File: src/rtl/instruction_loader_if.sv
// ----------------------------------------------------------------------------
// instruction_loader_if
// Bundles the boot loader's control inputs, upstream byte stream, instruction
// memory write port and status flags into one connection.
//   master : host / bench side. Drives start, base_addr, word_count,
//            byte_valid and byte_data. Observes byte_ready, the write port
//            and the status flags.
//   slave  : loader side. The directions are the mirror of master.
// ----------------------------------------------------------------------------
interface instruction_loader_if #(
  parameter int ADDR_W  = 32,
  parameter int COUNT_W = 16
) ();
  logic               start;
  logic [ADDR_W-1:0]  base_addr;
  logic [COUNT_W-1:0] word_count;
  logic               byte_valid;
  logic [7:0]         byte_data;
  logic               byte_ready;
  logic               wr_en;
  logic [15:0]        wr_data;
  logic [ADDR_W-1:0]  wr_addr;
  logic               busy;
  logic               done;
  logic               err;
  logic               cpu_hold;

  modport master (
    output start, base_addr, word_count, byte_valid, byte_data,
    input  byte_ready, wr_en, wr_data, wr_addr, busy, done, err, cpu_hold
  );

  modport slave (
    input  start, base_addr, word_count, byte_valid, byte_data,
    output byte_ready, wr_en, wr_data, wr_addr, busy, done, err, cpu_hold
  );
endinterface

File: src/rtl/instruction_loader.sv
// ----------------------------------------------------------------------------
// instruction_loader
// Boot-time program loader that sits in front of the instruction memory
// write port. It packs an upstream byte stream little-endian into 16-bit
// words and writes them to consecutive addresses starting at base_addr. It
// keeps the core held in reset until the load has finished.
// Ports:
//   clk      rising-edge clock
//   reset_n  synchronous active-low reset
//   ldr      instruction_loader_if.slave, which carries:
//              start/base_addr/word_count  load request, sampled in IDLE
//              byte_valid/byte_data/byte_ready  byte stream (valid & ready)
//              wr_en/wr_data/wr_addr  instruction-memory write port
//              busy/done/err/cpu_hold  status
// All outputs are registered.
// ----------------------------------------------------------------------------
module instruction_loader #(
  parameter int ADDR_W  = 32,
  parameter int DEPTH   = 101,
  parameter int COUNT_W = 16
) (
  input logic                 clk,
  input logic                 reset_n,
  instruction_loader_if.slave ldr
);

  typedef enum logic [2:0] {
    IDLE   = 3'd0,
    GET_LO = 3'd1,
    GET_HI = 3'd2,
    WRITE  = 3'd3,
    FIN    = 3'd4
  } state_t;

  // The range check uses one extra bit so that base_addr + word_count cannot wrap.
  typedef logic [ADDR_W:0] ext_t;
  localparam ext_t DEPTH_EXT = ext_t'(DEPTH);

  state_t             state_q, state_d;
  logic [7:0]         lo_q, lo_d;
  logic [COUNT_W-1:0] rem_q, rem_d;
  logic [ADDR_W-1:0]  wr_addr_q, wr_addr_d;
  logic [15:0]        wr_data_q, wr_data_d;
  logic               err_q, err_d;
  logic               cpu_hold_q, cpu_hold_d;
  logic               byte_ready_q, wr_en_q, busy_q, done_q;
  logic               xfer_s;

  // Returns 1 when the last word of the load is at address DEPTH-1 or lower.
  function automatic logic load_fits(input logic [ADDR_W-1:0]  base,
                                     input logic [COUNT_W-1:0] cnt);
    ext_t end_s;
    end_s = ext_t'(base) + ext_t'(cnt);
    return (end_s <= DEPTH_EXT);
  endfunction

  assign xfer_s = ldr.byte_valid & byte_ready_q;

  // Next-state and datapath update logic.
  always_comb begin
    state_d    = state_q;
    lo_d       = lo_q;
    rem_d      = rem_q;
    wr_addr_d  = wr_addr_q;
    wr_data_d  = wr_data_q;
    err_d      = err_q;
    cpu_hold_d = cpu_hold_q;
    case (state_q)
      IDLE: begin
        if (ldr.start) begin
          if (ldr.word_count == '0) begin
            state_d    = FIN;
            err_d      = 1'b0;
            cpu_hold_d = 1'b0;   // drops together with the done pulse
          end else if (!load_fits(ldr.base_addr, ldr.word_count)) begin
            err_d = 1'b1;        // rejected: cpu_hold is left as it was
          end else begin
            state_d    = GET_LO;
            wr_addr_d  = ldr.base_addr;
            rem_d      = ldr.word_count;
            err_d      = 1'b0;
            cpu_hold_d = 1'b1;
          end
        end else begin
          state_d = IDLE;
        end
      end
      GET_LO: begin
        if (xfer_s) begin
          lo_d    = ldr.byte_data;
          state_d = GET_HI;
        end else begin
          state_d = GET_LO;
        end
      end
      GET_HI: begin
        if (xfer_s) begin
          wr_data_d = {ldr.byte_data, lo_q};
          state_d   = WRITE;
        end else begin
          state_d = GET_HI;
        end
      end
      WRITE: begin
        // The address moves forward only after the strobe cycle, so it stays
        // stable from the GET_LO cycle through the wr_en cycle.
        wr_addr_d = wr_addr_q + ADDR_W'(1);
        rem_d     = rem_q - COUNT_W'(1);
        if (rem_q == COUNT_W'(1)) begin
          state_d    = FIN;
          cpu_hold_d = 1'b0;
        end else begin
          state_d = GET_LO;
        end
      end
      FIN: begin
        state_d = IDLE;
      end
      default: begin
        state_d = IDLE;
      end
    endcase
  end

  // State and output registers. The per-state strobes are decoded from the
  // next state, which keeps them registered and still aligned with the state.
  always_ff @(posedge clk) begin
    if (!reset_n) begin
      state_q      <= IDLE;
      lo_q         <= 8'd0;
      rem_q        <= '0;
      wr_addr_q    <= '0;
      wr_data_q    <= 16'd0;
      err_q        <= 1'b0;
      cpu_hold_q   <= 1'b1;
      byte_ready_q <= 1'b0;
      wr_en_q      <= 1'b0;
      busy_q       <= 1'b0;
      done_q       <= 1'b0;
    end else begin
      state_q      <= state_d;
      lo_q         <= lo_d;
      rem_q        <= rem_d;
      wr_addr_q    <= wr_addr_d;
      wr_data_q    <= wr_data_d;
      err_q        <= err_d;
      cpu_hold_q   <= cpu_hold_d;
      byte_ready_q <= (state_d == GET_LO) || (state_d == GET_HI);
      wr_en_q      <= (state_d == WRITE);
      busy_q       <= (state_d != IDLE);
      done_q       <= (state_d == FIN);
    end
  end

  assign ldr.byte_ready = byte_ready_q;
  assign ldr.wr_en      = wr_en_q;
  assign ldr.wr_data    = wr_data_q;
  assign ldr.wr_addr    = wr_addr_q;
  assign ldr.busy       = busy_q;
  assign ldr.done       = done_q;
  assign ldr.err        = err_q;
  assign ldr.cpu_hold   = cpu_hold_q;

endmodule

File: src/flat_wrapper.sv
// flat-port wrapper written by rule: the top's interface ports become plain ports
module instruction_loader_flat 
#(
  parameter int ADDR_W  = 32,
  parameter int DEPTH   = 101,
  parameter int COUNT_W = 16
)
  (clk, reset_n, ldr_start, ldr_base_addr, ldr_word_count, ldr_byte_valid, ldr_byte_data, ldr_byte_ready, ldr_wr_en, ldr_wr_data, ldr_wr_addr, ldr_busy, ldr_done, ldr_err, ldr_cpu_hold);
  instruction_loader_if #(.ADDR_W(ADDR_W), .COUNT_W(COUNT_W)) ldr_i ();
  input logic clk;
  input logic reset_n;
  input wire logic [$bits(ldr_i.start)-1:0] ldr_start;
  input wire logic [$bits(ldr_i.base_addr)-1:0] ldr_base_addr;
  input wire logic [$bits(ldr_i.word_count)-1:0] ldr_word_count;
  input wire logic [$bits(ldr_i.byte_valid)-1:0] ldr_byte_valid;
  input wire logic [$bits(ldr_i.byte_data)-1:0] ldr_byte_data;
  output wire logic [$bits(ldr_i.byte_ready)-1:0] ldr_byte_ready;
  output wire logic [$bits(ldr_i.wr_en)-1:0] ldr_wr_en;
  output wire logic [$bits(ldr_i.wr_data)-1:0] ldr_wr_data;
  output wire logic [$bits(ldr_i.wr_addr)-1:0] ldr_wr_addr;
  output wire logic [$bits(ldr_i.busy)-1:0] ldr_busy;
  output wire logic [$bits(ldr_i.done)-1:0] ldr_done;
  output wire logic [$bits(ldr_i.err)-1:0] ldr_err;
  output wire logic [$bits(ldr_i.cpu_hold)-1:0] ldr_cpu_hold;
  assign ldr_i.start = ldr_start;
  assign ldr_i.base_addr = ldr_base_addr;
  assign ldr_i.word_count = ldr_word_count;
  assign ldr_i.byte_valid = ldr_byte_valid;
  assign ldr_i.byte_data = ldr_byte_data;
  assign ldr_byte_ready = ldr_i.byte_ready;
  assign ldr_wr_en = ldr_i.wr_en;
  assign ldr_wr_data = ldr_i.wr_data;
  assign ldr_wr_addr = ldr_i.wr_addr;
  assign ldr_busy = ldr_i.busy;
  assign ldr_done = ldr_i.done;
  assign ldr_err = ldr_i.err;
  assign ldr_cpu_hold = ldr_i.cpu_hold;
  instruction_loader #(.ADDR_W(ADDR_W), .DEPTH(DEPTH), .COUNT_W(COUNT_W)) u_core (.clk(clk), .reset_n(reset_n), .ldr(ldr_i));
endmodule
File: config.mk
export PLATFORM = sky130hd
export DESIGN_NAME = instruction_loader_flat
export DESIGN_NICKNAME = d
export VERILOG_FILES = /design/src/rtl/instruction_loader_if.sv /design/src/rtl/instruction_loader.sv /design/src/flat_wrapper.sv
export SDC_FILE = /design/constraint.sdc
export NUM_CORES = 1
export LEC_CHECK = 0
export BUFFER_PORTS_ARGS = -buffer_cell sky130_fd_sc_hd__buf_2
export CORE_MARGIN = 5
export CORE_UTILIZATION = 50
export CTS_CLUSTER_DIAMETER = 200
export DETAILED_ROUTE_END_ITERATION = 12
export PLACE_DENSITY_LB_ADDON = 0.25
export SLEW_MARGIN = 30
export SYNTH_ARGS = -nofsm -noshare
export SYNTH_HDL_FRONTEND = slang
export SYNTH_SLANG_ARGS = --single-unit
File: constraint.sdc
create_clock -name clk -period 3.2 [get_ports clk]
set_input_delay 0.16 -clock clk [delete_from_list [all_inputs] [get_ports clk]]
set_output_delay 0.16 -clock clk [all_outputs]
set_load 0.005 [all_outputs]
# Yosys cells after proc, flatten, opt, wreduce, memory -nomap -nowiden

Cells that the tools add are included.

Bits in registers: 81
Input port bits: 60
Logic and storage cells: 61

Add/sub/neg operators: 3
Order comparisons: 1
Equality and inequality tests: 13
Mux-type cells: 22
Bitwise gates (word level): 1
Reduce and logical (&&, ||, !) cells: 10

Operators with widths:

| cell                                                                   | number |
|---|---|
| 32-bit two-way mux                                                     | 3 |
| 32-bit case mux with 2 select lines                                    | 1 |
| 16-bit two-way mux                                                     | 3 |
| 32-bit by 16-bit adder with 33-bit output                              | 1 |
| 33-bit by 7-bit <= comparator with 1-bit output, second input constant | 1 |
| 32-bit by 1-bit adder with 32-bit output, second input constant        | 1 |
| 16-bit case mux with 2 select lines                                    | 1 |
| 16-bit by 1-bit equality test with 1-bit output, second input constant | 1 |
| 16-bit logical NOT                                                     | 1 |
| 16-bit by 1-bit subtractor with 16-bit output, second input constant   | 1 |
| 3-bit by 2-bit equality test with 1-bit output, second input constant  | 4 |
| 3-bit two-way mux                                                      | 4 |
| 3-bit case mux with 4 select lines                                     | 1 |
| 4-bit AND reduction                                                    | 2 |
| 1-bit two-way mux                                                      | 7 |
| 3-bit by 1-bit equality test with 1-bit output, second input constant  | 2 |
| 2-bit AND reduction                                                    | 3 |
| 2-bit by 1-bit != test with 1-bit output, second input constant        | 2 |
| 2-bit != test, second input constant                                   | 2 |
| 3-bit equality test, second input constant                             | 1 |
| 3-bit logical NOT                                                      | 1 |
| 3-bit by 1-bit != test with 1-bit output, second input constant        | 1 |
| 3-bit nonzero test                                                     | 1 |
| 2-bit two-way mux                                                      | 1 |
| 4 further kinds                                                        | 4 |

# Longest topological paths before layout

Gate-level depths: netlist of run 1.

Depth in word-level cells: 8
Gate-level depth with buffers: 14
Gate-level depth less buffers: 13

# Least setup slack after synthesis of run 1

Ideal clock, no wire load.

Path type: input to register
Start point: input ldr_word_count[0]
End point: register u_core.wr_addr_q[0], in the netlist u_core.ldr.wr_addr[0]
Setup time: 126 ps
Arrival: 3265 ps
Setup slack: -191 ps
Cell stages on the path: 13
Buffers on the path: 1
Path through: ha_1 > inv_1 > fa_1 > nand2b_1 > a21oi_1 > o211a_1 > o21ai_1 > or4_1 > a22oi_1 > or4b_1 > buf_2 > o2111ai_1 > o31ai_1

Word-level cells in the longest chain between the ends: 4

RTL lines:

| element                                            | line                      | text |
|---|---|---|
| from (decl)                                        | flat_wrapper.sv:14        | `input wire logic [$bits(ldr_i.word_count)-1:0] ldr_word_count;` |
| 32-bit by 16-bit adder with 33-bit output          | instruction_loader.sv:53  | `end_s = ext_t'(base) + ext_t'(cnt);` |
| 33-bit by 7-bit <= comparator with 1-bit output    | instruction_loader.sv:54  | `return (end_s <= DEPTH_EXT);` |
| 2-bit by 1-bit != test with 1-bit output (no line) | --                        |  |
| 4-bit AND reduction (no line) (*)                  | --                        |  |
| to (signal assigned)                               | instruction_loader.sv:144 | `wr_addr_q <= wr_addr_d;` |
| to (decl)                                          | instruction_loader.sv:42  | `logic [ADDR_W-1:0] wr_addr_q, wr_addr_d;` |

Mark *: on every way between the ends. The rest lies on a longest branch, timed or not.
A chain may end at the register's enable or synchronous reset.

# Worst setup path after layout of run 1

Start point: input ldr_base_addr[4]
End point: register u_core.rem_q[6]

Word-level cells in the longest chain between the ends: 4

RTL lines:

| element                                            | line                      | text |
|---|---|---|
| from (decl)                                        | flat_wrapper.sv:13        | `input wire logic [$bits(ldr_i.base_addr)-1:0] ldr_base_addr;` |
| 32-bit by 16-bit adder with 33-bit output          | instruction_loader.sv:53  |  |
| 33-bit by 7-bit <= comparator with 1-bit output    | instruction_loader.sv:54  |  |
| 2-bit by 1-bit != test with 1-bit output (no line) | --                        |  |
| 4-bit AND reduction (no line)                      | --                        |  |
| to (signal assigned)                               | instruction_loader.sv:143 | `rem_q <= rem_d;` |
| to (decl)                                          | instruction_loader.sv:41  | `logic [COUNT_W-1:0] rem_q, rem_d;` |

No other way between the ends.

==> results of run 1 <==
-- worst max-delay path by stage --
stage                           start                      to  slack [ns]  depth (start not counted)
floorplan           ldr_word_count[0]   u_core.ldr.wr_addr[0]        0.01                         13
global placement    ldr_word_count[0]   u_core.ldr.wr_addr[0]       -0.31                         15
detailed placement  ldr_word_count[0]  u_core.ldr.wr_addr[26]       -0.37                         15
CTS                 ldr_word_count[0]  u_core.ldr.wr_addr[26]        0.02                         14
global route        ldr_word_count[3]         u_core.rem_q[6]       -0.08                         14
finish               ldr_base_addr[4]         u_core.rem_q[6]        0.05                         14
-- worst max-delay path, delay by kind of cell --
family,cells,cell delay [ns]
mux,1,0.11
compound gates,5,1.07
fa+ha+maj,1,0.28
xor+xnor,1,0.13
buf+inv,4,0.60
simple gates,2,1.05
-- logic make-up after synthesis --
logic type,count (synthesis),share of synthesized area [%]
simple gates,356,29.90
buf+inv,72,5.132
xor+xnor,14,2.079
compound gates,249,27.59
fa+ha+maj,20,4.369
mux,20,3.436
flops,81,27.49
-- routing by layer --
metal	routed length [um]	GRT usage, %	up-vias	part of all wire, %
met5	0	0	-	0
met4	472	7.169	0	2.3
met3	1760	5.922	47	8.7
met2	9079	43.16	356	45
met1	8946	37.40	3252	44
li1	-	-	3458	-
-- timing repair --
action | CTS | global route
buffers inserted | 0 | 4
endpoints found under the setup margin | 4 | 48
pin swaps | 0 | 17
cloned | 0 | 1
hold buffers | 0 | 0
gates resized for setup | 2 | 41
-- registers in the layout (all words and copies together) (netlist names) --
name	flops
u_core.ldr.wr_addr	32
u_core.ldr.wr_data	16
u_core.rem_q	16
u_core.lo_q	8
u_core.state_q	3
u_core.ldr.busy	1
u_core.ldr.byte_ready	1
u_core.ldr.cpu_hold	1
u_core.ldr.done	1
u_core.ldr.err	1
u_core.ldr.wr_en	1
-- cell usage after synthesis (11+ instances only) --
master and count:
dfxtp_1 81, inv_1 18, o31ai_1 13, o21ai_0 47
a211oi_1 11, clkbuf_1 37, nand4_1 33, nor3_1 30
a21oi_1 73, mux2i_1 18, or3_1 15, nand2_1 105
a31oi_1 21, nand3_1 29, ha_1 19, nor2_1 79
nor4_1 14
-- power groups by stage --
stage / Clock [W] / Combinational, W / Sequential, W
after floorplan: 0 / 0.000253 / 0.00103
after global placement: 0 / 0.000498 / 0.00103
after detailed placement: 0 / 0.000498 / 0.00103
after CTS: 0.00108 / 0.000502 / 0.00101
after global routing: 0.00112 / 0.000611 / 0.00101
final: 0.00105 / 0.000565 / 0.00101
-- layout make-up --
class | count | area [um2]
clock inverters | 7 | 75.07
flip-flops and latches | 81 | 1622
repair buffers | 238 | 1562
inverters | 18 | 67.56
fillers | 998 | 3540
well taps | 143 | 178.9
clock buffers | 9 | 225.2
multi-input cells | 659 | 4247
-- metrics by stage --
stage | area [um2] | hold slack (ns) | utilization (%)
final | 7976 | 0.06312 | 69.26
after global routing | 7976 | 0.06660 | 69.26
after global placement | 7390 | 0.4081 | 64.17
after floorplan | 5922 | 0.2960 | -
after CTS | 7697 | 0.04787 | 66.84
after detailed placement | 7396 | 0.4172 | 64.22
==> impl_metrics.py, run 1 <==
metrics = {
    "place": {
        "io_buffers": 113,
        "dp_hpwl_mm": 15.10,
        "dpl.cell_count": 1135,
        "dpl_worst_slack_ns": -0.3688,
        "globalplace.congestion": 1.020,
    },
    "grt": {
        "grt_pass1_vias": 6446,
        "gr-total-overflow": 0,
        "grt_pass1_wl_mm": 32.01,
        "grt.total_usage_pct": 27.16,
        "grt_max_degree": 39,
        "antenna_found_initial": 0,
    },
    "power": {
        "swShare_pct": 28.13,
        "leakagePower_nw": 3.301,
        "combinationalPowerShare_pct": 21.5,
        "p_switching_w": 0.0007392,
        "power_w": 0.002628,
        "pwr_density_cell_nw_per_um2": 329.4,
        "seqPwrFrac_pct": 38.4,
        "peakVddDrop_uv": 385.9,
        "pwr-share-clk_pct": 40.1,
        "intPower_w": 0.001888,
    },
    "run_status": {
        "outcome": "finished, final reports clean",
    },
    "timing": {
        "worst_slack_ns": 0.04544,
        "tns_ns": 0,
        "hold_violations": 0,
        "setup_violations": 0,
        "finalCritPeriodShare_pct": 98.58,
        "drv_slew": 0,
        "finClkSkew_ns": 0.008038,
        "min_period_ns": 3.155,
        "rsz0062_at_grt": "true",
        "tightest_slew_ns": 0.9009,
        "slew_headroom_pct": 39.72,
        "fmaxAchievable_mhz": 317.0,
    },
    "drt": {
        "drt_iter0_markers": 820,
        "ant_nets": 0,
        "dr_total_vias": 7113,
        "vias_per_cell": 6.158,
        "routed_wl_mm": 20.26,
        "wl_per_cell_um": 17.54,
        "drc": 0,
        "drt_first_pass_iters": 5,
    },
    "logic_synthesis": {
        "avgSynthCellArea_um2": 7.265,
        "ys.flop_type": "dfxtp_1",
        "synth_enable_flop_cells": 0,
        "synthCells": 812,
        "ys_ff_latch": 81,
        "yosysUniqueCellTypes": 70,
        "yosysTopAreaCell": "dfxtp_1",
        "synth_area_leaders": "dfxtp_1 (27%), nand2_1 (6.7%), a21oi_1 (6.2%)",
        "yosysSeqAreaShare_pct": 27.49,
        "synth_fp_nets": 892,
        "syn_area_um2": 5899,
        "synth_top_area_share_pct": 27.49,
        "yosys_warnings": 0,
        "async_flop_share_pct": 0,
    },
    "critical_path": {
        "slowest_stage": "or4b_4",
        "reg2regPathDepth": 11,
        "required_ns": 3.45,
        "rrSetupSlack_ns": 0.28,
        "r2r_end": "u_core.ldr.wr_addr[30]",
        "cp.arrival_ns": 3.41,
        "cp-end-kind": "flip-flop",
        "cpPeakStageDelay_ns": 0.61,
        "worstSetupPathType": "in2reg",
        "r2r_start": "u_core.ldr.wr_addr[0]",
        "worstPathMaxFanout": 5,
        "crit_chain": "buf_2 > ha_4 > o211ai_1 > o211ai_1 > a21oi_1 > buf_4 > buf_4 > o31ai_2 > xor2_1 > or3_1 > or4b_4 > buf_12 > mux2i_1 > o31ai_1",
        "cp-start-kind": "input pin",
    },
    "final_layout": {
        "layout.nets": 1087,
        "final_cells": 1155,
        "layout_commonest_cell": "buf_4",
        "drive_above_1_share_pct": 30.43,
        "final_cell_mix": "buf_4 (122), buf_2 (112), nand2_1 (105), dfxtp_1 (81), nor2_1 (78)",
        "diodes": 0,
        "area_growth_pct": 35.21,
    },
    "min_path": {
        "holdCritPathClass": "in2reg",
        "holdPathStages": 3,
        "min_from": "ldr_byte_data[7]",
        "hold_end": "u_core.ldr.wr_data[15]",
    },
    "die": {
        "initial_utilization_pct": 51.23,
        "core_area_um2": 11520,
        "ios": 114,
        "chipHeight_um": 118.6,
        "dieArea_um2": 14070,
        "rows": 39,
        "fp.dieW_um": 118.6,
    },
    "clocking": {
        "clk_pin_slew_worst_paths_ns": 0.07,
        "htree_levels": 3,
        "cts_tree": "built",
        "cts_buffers": 9,
        "cts-root-buf": "clkbuf_16",
        "cts_sinks": 81,
        "clk_latency_ns": 0.34,
        "cts_buffer_depth": 2,
    },
    "run": {
        "drv_cap": 0,
    },
}
Power figures use the tool's default switching activity.
==> run 2, diff against run 1 <==
Settings changed: PLACE_DENSITY set to 0.76, PLACE_DENSITY_LB_ADDON 0.25 to not set.
==> run 2 against run 1 <==
Effect of this change: clock skew is essentially flat; sequential power about the same; register-to-register slack barely moved; core utilization up 0.70 points; critical path depth shrank 1; largest cell class unchanged; largest power group unchanged.
==> impl_metrics.py, run 2 (synthesized netlist as in run 1, its figures left out) <==
metrics = {
    "clocking": {
        "cts_buffer_depth": 2,
        "ctsHoldBuffers": 0,
        "htree_levels": 3,
        "clk_latency_ns": 0.35,
        "cts-root-buf": "clkbuf_16",
        "cts_sinks": 81,
        "cts_buffers": 9,
        "cts_tree": "built",
        "clk_pin_slew_worst_paths_ns": 0.07,
    },
    "timing": {
        "finalCritPeriodShare_pct": 98.83,
        "rsz0062_at_grt": "true",
        "hold_violations": 0,
        "drv_slew": 0,
        "setup_violations": 0,
        "fmaxAchievable_mhz": 316.2,
        "tightest_slew_ns": 0.9336,
        "min_period_ns": 3.162,
        "holdWs_ns": 0.05256,
        "finClkSkew_ns": 0.007582,
        "slew_headroom_pct": 37.53,
    },
    "die": {
        "core_area_um2": 11520,
        "fp.dieW_um": 118.6,
        "chipHeight_um": 118.6,
        "ios": 114,
        "initial_utilization_pct": 51.23,
        "rows": 39,
        "dieArea_um2": 14070,
    },
    "final_layout": {
        "final_cell_mix": "buf_4 (131), buf_2 (108), nand2_1 (104), dfxtp_1 (81), nor2_1 (78)",
        "drive_above_1_share_pct": 30.82,
        "nFillCells": 958,
        "layout_commonest_cell": "buf_4",
        "layout.nets": 1097,
        "area_growth_pct": 36.56,
        "largest_reg_flops": 32,
        "regArea_um2": 1622,
        "multi_input_area_um2": 4225,
        "diodes": 0,
        "final_cells": 1165,
    },
    "run": {
        "drv_cap": 0,
    },
    "critical_path": {
        "cp-start-kind": "input pin",
        "cp.arrival_ns": 3.42,
        "worstSetupPathType": "in2reg",
        "required_ns": 3.46,
        "reg2regPathDepth": 11,
        "r2r_start": "u_core.ldr.wr_addr[0]",
        "cp-end-kind": "flip-flop",
        "rrSetupSlack_ns": 0.27,
        "cp-startpoint": "ldr_word_count[14]",
        "r2r_end": "u_core.ldr.wr_addr[30]",
        "crit_path_end": "u_core.rem_q[6]",
        "worstPathMaxFanout": 5,
    },
    "run_status": {
        "outcome": "finished, final reports clean",
    },
    "drt": {
        "wl_per_cell_um": 18.49,
        "drt_first_pass_iters": 5,
        "drc": 0,
        "drt_iter0_markers": 706,
        "ant_nets": 0,
        "routed_wl_mm": 21.54,
        "dr_total_vias": 7317,
        "vias_per_cell": 6.281,
    },
    "place": {
        "dp_hpwl_mm": 15.75,
        "io_buffers": 113,
        "dpl.cell_count": 1143,
        "globalplace.congestion": 1.010,
    },
    "grt": {
        "grt_pass1_vias": 6682,
        "grt.total_usage_pct": 28.82,
        "grt_max_degree": 38,
        "gr-total-overflow": 0,
        "grt_pass1_wl_mm": 33.42,
        "antenna_found_initial": 0,
    },
    "min_path": {
        "holdCritPathClass": "in2reg",
    },
    "power": {
        "pwr_density_cell_nw_per_um2": 329.4,
        "peakVddDrop_uv": 300.5,
        "leakagePower_nw": 3.358,
    },
}
[run 2: cell count changes in the layout (fill, tap and decap cells not counted), sizes merged]
cell	before	now
clkbuf	10	9
buf	237	247
inv	22	21
clkinvlp	0	1
or4b	1	2
[run 2: repair_timing]
| action | CTS | global route |
|---|---|---|
| buffers inserted | 2 | 2 |
| setup endpoints to repair | 4 | 49 |
| pin swaps | 8 | 24 |
| hold endpoints to repair | 0 | 0 |
| gates cloned | 2 | 0 |
| gates resized for setup | 14 | 38 |
[run 2: worst min-delay path by stage]
stage          cells after the start              from                endpoint  slack (ns)
2_1_floorplan                      2  ldr_byte_data[2]  u_core.ldr.wr_data[10]        0.30
3_3_place_gp                       3  ldr_byte_data[6]  u_core.ldr.wr_data[14]        0.42
3_5_place_dp                       3  ldr_byte_data[6]  u_core.ldr.wr_data[14]        0.42
4_1_cts                            3  ldr_byte_data[6]  u_core.ldr.wr_data[14]        0.05
5_1_grt                            3  ldr_byte_data[5]  u_core.ldr.wr_data[13]        0.06
6_report                           3  ldr_byte_data[1]   u_core.ldr.wr_data[9]        0.05
[run 2: area by class of cell]
type	count	share of cell area (%)
Timing Repair Buffer	247	20.61
Sequential cell	81	20.13
Clock inverter	7	0.9629
Inverter	18	0.8386
Tap cell	143	2.221
Clock buffer	9	2.795
Multi-Input combinational cell	660	52.45
[run 2: metrics by stage]
step	setup WS, ns	utilization (%)	total power [W]	TNS (ns)	cell area [um2]
floorplan	0.009866	-	0.001285	0	5922
global route	-0.1185	69.96	0.002750	-0.2844	8056
finish	0.03758	69.96	0.002654	0	8056
detailed placement	-0.4049	64.74	0.001539	-13.80	7456
CTS	0.004960	68.24	0.002614	0	7859
global placement	-0.3642	64.69	0.001535	-13.17	7450
[run 2: report_power, final]
part	internal (W)	switching, W
sequential	0.00101	0.000000488
combinational	0.000270	0.000302
clock	0.000613	0.000461
total	0.00189	0.000763
[run 2: metal layers]
metal	up-vias	track usage (%)	part of all wire [%]
met5	-	0	0
met4	0	10.07	3.3
met3	54	7.068	11
met2	393	45.04	45
met1	3405	38.84	41
li1	3465	-	-
[run 2: worst max-delay path, stage by stage]
cell,delay (ns)
buf_4,0.15
ha_4,0.29
nand2_4,0.05
a211o_1,0.33
a222oi_1,0.34
nor4b_2,0.24
nand4_1,0.13
nor4_2,0.30
nand4_1,0.22
buf_4,0.20
or4b_4,0.59
mux2i_1,0.15
o31ai_1,0.26
